### src/rtl/fme_pkg.sv
// Shared definitions for the FME residual path: block geometry, residual width and sample/vector types.
package fme_pkg;

    localparam int BLOCK_DIM         = 8;
    localparam int DATAWIDTH_DEFAULT = 8;

    function automatic int RES_W(input int datawidth);
        return datawidth + 1;
    endfunction

    localparam int RES_W_DEFAULT = RES_W(DATAWIDTH_DEFAULT);

    typedef logic signed [RES_W_DEFAULT-1:0] residual_t;
    typedef residual_t [BLOCK_DIM-1:0]       res_vec_t;

endpackage

### src/rtl/residual_bank.sv
// One 8x8 residual bank: row-wide write port, column-wide read mux.
// With RESIDUAL_ZERO_FLAG_EN defined it also tracks whether any written sample was nonzero.
module residual_bank
    import fme_pkg::*;
#(
    parameter int RW = 9
) (
    input  logic                          clock,
    input  logic                          wr_en_i,
    input  logic [2:0]                    wr_row_i,
    input  logic [BLOCK_DIM-1:0][RW-1:0]  wr_data_i,
    input  logic [2:0]                    rd_col_i,
`ifdef RESIDUAL_ZERO_FLAG_EN
    output logic                          nz_o,
`endif
    output logic [BLOCK_DIM-1:0][RW-1:0]  rd_data_o
);

    // Indexed [row][col]; contents are deliberately left unreset.
    logic [BLOCK_DIM-1:0][BLOCK_DIM-1:0][RW-1:0] mem_q;

    // Row write into storage.
    always_ff @(posedge clock) begin
        if (wr_en_i) begin
            mem_q[wr_row_i] <= wr_data_i;
        end else begin
            mem_q <= mem_q;
        end
    end

    // Column read: element k of the output is row k at the selected column.
    always_comb begin
        rd_data_o = '0;
        for (int k = 0; k < BLOCK_DIM; k++) begin
            rd_data_o[k] = mem_q[k][rd_col_i];
        end
    end

`ifdef RESIDUAL_ZERO_FLAG_EN
    logic nz_q;

    // Row 0 restarts the flag; later rows accumulate into it.
    always_ff @(posedge clock) begin
        if (wr_en_i) begin
            nz_q <= (|wr_data_i) | ((wr_row_i != 3'd0) & nz_q);
        end else begin
            nz_q <= nz_q;
        end
    end

    assign nz_o = nz_q;
`endif

endmodule

### src/rtl/residual_transpose_buffer.sv
// Ping-pong 8x8 transpose buffer: accepts residual rows, re-emits each block column by column.
// Optional RESIDUAL_ZERO_FLAG_EN adds the zero_block output.
module residual_transpose_buffer
    import fme_pkg::*;
#(
    parameter int DATAWIDTH = 8
) (
    input  logic                 clock,
    input  logic                 reset,
    input  logic                 in_valid,
    output logic                 in_ready,
    input  logic [DATAWIDTH:0]   in_0,
    input  logic [DATAWIDTH:0]   in_1,
    input  logic [DATAWIDTH:0]   in_2,
    input  logic [DATAWIDTH:0]   in_3,
    input  logic [DATAWIDTH:0]   in_4,
    input  logic [DATAWIDTH:0]   in_5,
    input  logic [DATAWIDTH:0]   in_6,
    input  logic [DATAWIDTH:0]   in_7,
    output logic                 out_valid,
    input  logic                 out_ready,
    output logic                 out_last,
`ifdef RESIDUAL_ZERO_FLAG_EN
    output logic                 zero_block,
`endif
    output logic [DATAWIDTH:0]   out_0,
    output logic [DATAWIDTH:0]   out_1,
    output logic [DATAWIDTH:0]   out_2,
    output logic [DATAWIDTH:0]   out_3,
    output logic [DATAWIDTH:0]   out_4,
    output logic [DATAWIDTH:0]   out_5,
    output logic [DATAWIDTH:0]   out_6,
    output logic [DATAWIDTH:0]   out_7
);

    localparam int RW = RES_W(DATAWIDTH);

    logic [1:0] full_q, full_d;
    logic       wr_bank_q, wr_bank_d;
    logic       rd_bank_q, rd_bank_d;
    logic [2:0] wr_row_q, wr_row_d;
    logic [2:0] rd_col_q, rd_col_d;

    logic                          wr_fire_s;
    logic                          rd_fire_s;
    logic [1:0]                    bank_we_s;
    logic [BLOCK_DIM-1:0][RW-1:0]  row_s;
    logic [BLOCK_DIM-1:0][RW-1:0]  rd_data_s [2];
    logic [BLOCK_DIM-1:0][RW-1:0]  col_s;
`ifdef RESIDUAL_ZERO_FLAG_EN
    logic [1:0]                    nz_s;
`endif

    assign row_s     = {in_7, in_6, in_5, in_4, in_3, in_2, in_1, in_0};
    assign in_ready  = !full_q[wr_bank_q];
    assign out_valid = full_q[rd_bank_q];
    assign out_last  = out_valid && (rd_col_q == 3'd7);

    for (genvar b = 0; b < 2; b++) begin : g_bank
        assign bank_we_s[b] = wr_fire_s && (wr_bank_q == 1'(b));

        residual_bank #(.RW(RW)) u_bank (
            .clock     (clock),
            .wr_en_i   (bank_we_s[b]),
            .wr_row_i  (wr_row_q),
            .wr_data_i (row_s),
            .rd_col_i  (rd_col_q),
`ifdef RESIDUAL_ZERO_FLAG_EN
            .nz_o      (nz_s[b]),
`endif
            .rd_data_o (rd_data_s[b])
        );
    end

`ifdef RESIDUAL_ZERO_FLAG_EN
    assign zero_block = out_valid && !nz_s[rd_bank_q];
`endif

    // Output column, forced to zero while nothing is being presented.
    always_comb begin
        col_s = '0;
        if (out_valid) begin
            col_s = rd_data_s[rd_bank_q];
        end else begin
            col_s = '0;
        end
    end

    assign out_0 = col_s[0];
    assign out_1 = col_s[1];
    assign out_2 = col_s[2];
    assign out_3 = col_s[3];
    assign out_4 = col_s[4];
    assign out_5 = col_s[5];
    assign out_6 = col_s[6];
    assign out_7 = col_s[7];

    // Pointer and flag next-state; a write can only hit an empty bank and a read a full one,
    // so the set and clear below never touch the same bank.
    always_comb begin
        wr_fire_s = in_valid && in_ready;
        rd_fire_s = out_valid && out_ready;
        full_d    = full_q;
        wr_bank_d = wr_bank_q;
        rd_bank_d = rd_bank_q;
        wr_row_d  = wr_row_q;
        rd_col_d  = rd_col_q;
        if (wr_fire_s) begin
            wr_row_d = wr_row_q + 3'd1;
            if (wr_row_q == 3'd7) begin
                full_d[wr_bank_q] = 1'b1;
                wr_bank_d         = !wr_bank_q;
            end else begin
                wr_bank_d = wr_bank_q;
            end
        end else begin
            wr_row_d = wr_row_q;
        end
        if (rd_fire_s) begin
            rd_col_d = rd_col_q + 3'd1;
            if (rd_col_q == 3'd7) begin
                full_d[rd_bank_q] = 1'b0;
                rd_bank_d         = !rd_bank_q;
            end else begin
                rd_bank_d = rd_bank_q;
            end
        end else begin
            rd_col_d = rd_col_q;
        end
    end

    // State registers with synchronous reset.
    always_ff @(posedge clock) begin
        if (reset) begin
            full_q    <= 2'b00;
            wr_bank_q <= 1'b0;
            rd_bank_q <= 1'b0;
            wr_row_q  <= 3'd0;
            rd_col_q  <= 3'd0;
        end else begin
            full_q    <= full_d;
            wr_bank_q <= wr_bank_d;
            rd_bank_q <= rd_bank_d;
            wr_row_q  <= wr_row_d;
            rd_col_q  <= rd_col_d;
        end
    end

endmodule
### config.mk
export PLATFORM = sky130hd
export DESIGN_NAME = residual_transpose_buffer
export DESIGN_NICKNAME = d
export VERILOG_FILES = /design/src/rtl/fme_pkg.sv /design/src/rtl/residual_bank.sv /design/src/rtl/residual_transpose_buffer.sv
export SDC_FILE = /design/constraint.sdc
export NUM_CORES = 1
export LEC_CHECK = 0
export BUFFER_PORTS_ARGS = -buffer_cell sky130_fd_sc_hd__buf_2
export CORE_MARGIN = 1.5
export CORE_UTILIZATION = 27
export CTS_CLUSTER_DIAMETER = 60
export DETAILED_ROUTE_END_ITERATION = 8
export PLACE_DENSITY = 0.44
export SETUP_SLACK_MARGIN = 0.15
export SLEW_MARGIN = 20
export SYNTH_ARGS = -nofsm -noshare
export SYNTH_HDL_FRONTEND = slang
export SYNTH_HIERARCHICAL = 1
export SYNTH_SLANG_ARGS = --single-unit
### constraint.sdc
create_clock -name clock -period 19.8 [get_ports clock]
set_input_delay 1.98 -clock clock [delete_from_list [all_inputs] [get_ports clock]]
set_output_delay 1.98 -clock clock [all_outputs]
set_load 0.01 [all_outputs]
# After elaboration in Yosys (flattened, before gate mapping)

Cells that the tools add are included.

Bits in registers: 1,162

Order comparisons: 8
Equal/unequal tests: 2
Bitwise operators: 5
Add/sub/neg operators: 2
Muxes and demuxes: 52
Reductions and logical operators: 13

Operator list:

| cell                                                                                 | number |
|---|---|
| 576-bit bitwise mux                                                                  | 2 |
| 9-bit binary-select mux with 3-bit select                                            | 16 |
| 72-bit 2-to-1 mux                                                                    | 5 |
| 72-bit demux with 3-bit select                                                       | 1 |
| 9-bit 2-to-1 mux                                                                     | 16 |
| 1-bit logical AND                                                                    | 8 |
| 3-bit by 4-bit < comparator with 1-bit output (second input constant)                | 2 |
| 2-bit 2-to-1 mux                                                                     | 4 |
| 3-bit by 1-bit adder with 3-bit output (second input constant)                       | 2 |
| 3-bit == test (second input constant)                                                | 2 |
| 1-bit 2-to-1 mux                                                                     | 6 |
| 1-bit by 2-bit < comparator with 1-bit output (second input constant)                | 2 |
| 2-bit AND reduction                                                                  | 2 |
| 3-bit by 1-bit greater-or-equal comparator with 1-bit output (second input constant) | 1 |
| 1-bit zero test                                                                      | 3 |
| 2-bit bitwise AND                                                                    | 1 |
| 1-bit demux with 1-bit select                                                        | 2 |
| 1-bit greater-or-equal comparator (second input constant)                            | 2 |
| 2-bit greater-or-equal comparator (second input constant)                            | 1 |
| 1-bit inverter with 2-bit output                                                     | 1 |
| 2-bit inverter                                                                       | 1 |
| 2-bit bitwise OR                                                                     | 1 |
| 1-bit inverter                                                                       | 1 |

# Depth between registers and ports, before layout

Depth after elaboration: 10
Gate-level depth with buffers: 7
Gate-level depth less buffers: 5

# By module

The synthesis kept the hierarchy.

Modules (own cells, without submodules):

| module                    | area an instance (µm²) | times used | cells an instance |
|---|---|---|---|
| residual_bank             | 21,927.3               | 2          | 845 |
| residual_transpose_buffer | 1,615.3                | 1          | 217 |

# Least setup slack after synthesis

OpenSTA, ideal clock, no wires.

Kind: in2reg
Start: input port in_valid
End: register g_bank[0].u_bank/mem_q[0] (netlist bit) (enable)
Stages on the path: 3
Library setup time: 0.590 ns
Arrival: 7.225 ns
Setup slack: 11.985 ns
Path buffers: 0
Cells stage by stage: nor3b_1 -> nand2b_1 -> nor3_1

Longest elaborated chain between the ends: 2

RTL lines:

| element                         | RTL line                         | text |
|---|---|---|
| from (decl)                     | residual_transpose_buffer.sv:10  | `input logic in_valid,` |
| 1-bit logical AND               | residual_transpose_buffer.sv:101 | `wr_fire_s = in_valid && in_ready;` |
| 1-bit logical AND               | residual_transpose_buffer.sv:60  | `assign bank_we_s[b] = wr_fire_s && (wr_bank_q == 1'(b));` |
| to (signal, indexed assignment) | residual_bank.sv:25              | `mem_q[wr_row_i] <= wr_data_i;` |
| to (signal assigned)            | residual_bank.sv:27              | `mem_q <= mem_q;` |
| to (decl)                       | residual_bank.sv:20              | `logic [BLOCK_DIM-1:0][BLOCK_DIM-1:0][RW-1:0] mem_q;` |

Every way passes these cells.
A chain may end at the register's enable or synchronous reset.

==> flow_metrics.py <==
metrics = {
    "placement": {
        "gp_congestion": 0.6796,
        "dp_hpwl_um": 57950,
        "pre_cts_slack_ps": 13320,
        "port_buffers": 150,
        "placed_cells": 4196,
    },
    "die": {
        "rows": 150,
        "dieHeight_um": 413.4,
        "die-area_um2": 170900,
        "start_util_pct": 27.19,
        "ios": 151,
        "die_width_um": 413.4,
        "fp.coreArea_um2": 167200,
    },
    "power_and_ir_drop": {
        "p_leak_nw": 16.15,
        "power.internal_mw": 4.138,
        "powerDensity_nw_per_um2": 97.91,
        "p_clk_share_pct": 45.4,
        "combPwrFrac_pct": 1.8,
        "switchingPower_mw": 1.044,
        "peakVddDrop_mv": 0.09074,
        "power.share.sequential_pct": 52.8,
        "sw_frac_of_total_pct": 20.15,
    },
    "flow_run": {
        "cap_violations": 0,
    },
    "setup_path": {
        "worstPathCellList": "buf_4, buf_4, mux4_2, mux2_4, mux2i_1, nor2_1, buf_2",
        "crit_type": "flip-flop to primary output",
        "cp-end-kind": "primary output",
        "cp.arrival_ps": 5010,
        "required_ps": 17820,
        "r2r_slack_ps": 17050,
        "start_kind": "flip-flop",
        "critPathBufInv": 3,
        "path_depth": 7,
        "timing.rr.end": "full_q[0]",
        "cp_max_fo": 67,
        "cp_common_cell": "buf_4",
        "cp_slowest_stage_delay_ps": 1010,
        "r2r-start": "rd_col_q[1]",
        "slowest_stage": "dfxtp_4",
        "cp-endpoint": "out_4[6]",
        "reg2reg_depth": 6,
        "critPathTopFamily": "buffers and inverters",
        "worstSetupStartpoint": "rd_col_q[2]",
    },
    "hold_path": {
        "hold_depth": 2,
        "min_path_type": "flip-flop to flip-flop",
    },
    "global_routing": {
        "grt_pass1_vias": 21550,
        "grt_max_degree": 109,
        "grt_overflow": 0,
        "grt_pass1_wl_um": 156600,
        "antenna_found_initial": 6,
        "grt.total_usage_pct": 12.87,
    },
    "logic_synthesis": {
        "ys_ff_latch": 1162,
        "avgSynthCellArea_um2": 23.84,
        "ys_types": 35,
        "synth_top_family_by_area": "multiplexers",
        "ys_seq_area_share_pct": 76.52,
        "synth-edff-count": 1152,
        "syn-instance-count": 1907,
        "synthAdderAreaFrac_pct": 0.1101,
        "synth_flop_cell": "edfxtp_1",
        "async_reset_ff_share_pct": 0,
        "synth-simple-area-share_pct": 1.142,
        "syn_nets": 1987,
        "synthXorXnorAreaFrac_pct": 0,
        "yosysWarnings": 6,
        "synth-compound-area-share_pct": 0.1679,
        "synth_mux_area_share_pct": 20.50,
        "syn-cell-area_um2": 45470,
    },
    "clock_network": {
        "cts_sinks": 1162,
        "cts.root.buffer_cell": "clkbuf_16",
        "post_cts_buffers": 0,
        "cts-resized-gates": 0,
        "clk_pin_slew_worst_paths_ps": 60,
        "worstSkewPairLatency_ps": 750,
        "tritoncts": "built",
        "numCtsBuffers": 130,
        "cts_buffer_depth": 3,
        "htree_num_levels": 4,
        "hold_buffers": 0,
    },
    "final_layout": {
        "syn_to_final_growth_pct": 16.40,
        "drive_above_1_share_pct": 36.99,
        "final_cell_mix": "edfxtp_1, mux4_2, buf_2",
        "final_common_cell": "edfxtp_1",
        "stdcell_count": 4431,
        "nFillCells": 15850,
        "nNetsFinal": 2206,
    },
    "sta": {
        "setup_violations": 0,
        "setup_slack_ps": 12810,
        "timing.final.crit_period_ps": 6989,
        "slew_violations": 0,
        "period_share_pct": 35.30,
        "final.setup_skew_ps": 19.99,
        "tns_ps": 0,
        "hold_violations": 0,
        "rsz0062_at_grt": "false",
        "relSlewSlack_pct": 28.20,
        "fmax_ghz": 0.1431,
        "worst_pin_slew_ps": 1077,
    },
    "detailed_routing": {
        "drt-initial-drc-count": 1544,
        "wl_met3_um": 4018,
        "routed_wl_um": 108800,
        "wl_met2_um": 53430,
        "ant_nets": 0,
        "drc": 0,
        "wl_met1_um": 49490,
        "top_layer_used": "met5",
        "num_vias": 19890,
        "viasPerCell": 4.490,
        "drt-pass1-iter-count": 4,
        "wl_per_cell_um": 24.56,
    },
    "run_status": {
        "outcome": "finished clean",
    },
}
[per-stage QoR]
step           instance area, um^2  power (mW)  hold slack (ps)  util, %
2_1_floorplan                45470       2.815            472.7        -
3_3_place_gp                 48680       2.885            540.2    29.11
3_5_place_dp                 48700       2.888            558.4    29.12
4_1_cts                      52850       5.263            569.0    31.60
5_1_grt                      52920       5.358            602.9    31.65
6_report                     52930       5.182            570.4    31.65
[tightest hold or removal path: cells and delay by family, from the launching register on]
family          cells  cell delay [ps]
simple gates        1               90
flops               1              360
compound gates      1               70
[sequential cells by signal, indices dropped and copies added, names as in the netlist]
name / count
full_q: 2
g_bank.u_bank/mem_q: 1152
rd_bank_q: 1
rd_col_q: 3
wr_bank_q: 1
wr_row_q: 3
[metal layers]
layer / vias to the layer above / track usage, %
met4: 4 / 3.208
met1: 10860 / 17.37
met2: 368 / 21.18
li1: 8518 / -
met5: - / 0
met3: 139 / 2.628
[layout make-up]
type,count,area (um^2),area share [%]
Sequential cell,1162,34810,65.77
Clock buffer,156,3415,6.451
Multi-Input combinational cell,644,10080,19.04
Antenna cell,5,12.51,0.02364
Inverter,3,11.26,0.02128
Timing Repair Buffer,185,1115,2.106
Clock inverter,72,732.0,1.383
Tap cell,2204,2758,5.210
[power groups by stage]
| stage | Clock, mW | Combinational [mW] | Sequential, mW |
|---|---|---|---|
| finish | 2.35 | 0.0938 | 2.74 |
| detailed placement | 0 | 0.0990 | 2.79 |
| floorplan | 0 | 0.0230 | 2.79 |
| global route | 2.52 | 0.103 | 2.74 |
| global placement | 0 | 0.0971 | 2.79 |
| CTS | 2.43 | 0.0993 | 2.74 |
[worst min-delay path by stage]
stage / from / endpoint / slack [ps]
global route: wr_bank_q / wr_bank_q / 600
global placement: wr_row_q[0] / wr_row_q[0] / 540
CTS: wr_row_q[0] / wr_row_q[0] / 570
finish: wr_row_q[0] / wr_row_q[0] / 570
detailed placement: wr_row_q[0] / wr_row_q[0] / 560
floorplan: rd_col_q[2] / rd_col_q[2] / 470
[Yosys cell counts, drive strengths merged (5+ instances only)]
| cell type | n | share of area (%) |
|---|---|---|
| nor2 | 88 | 0.73 |
| nor3 | 5 | 0.055 |
| edfxtp | 1152 | 76 |
| mux4 | 288 | 14 |
| mux2i | 75 | 1.7 |
| mux2 | 144 | 4.6 |
| o21ai | 6 | 0.066 |
| clkbuf | 22 | 0.19 |
| nand2 | 5 | 0.041 |
| dfxtp | 10 | 0.44 |
| nand2b | 11 | 0.15 |
| buf | 76 | 1.3 |
[kinds of logic (layout without fill, tap and decap cells)]
kind of cell | after synthesis | in the layout
flip-flops | 1162 | 1162
multiplexers | 507 | 507
AND/OR/NAND/NOR | 120 | 120
buffers and inverters | 101 | 416
AO/OA/AOI/OAI | 13 | 13
adder cells (fa/ha/maj) | 4 | 4
other | 0 | 5
Power figures use the tool's default switching activity.
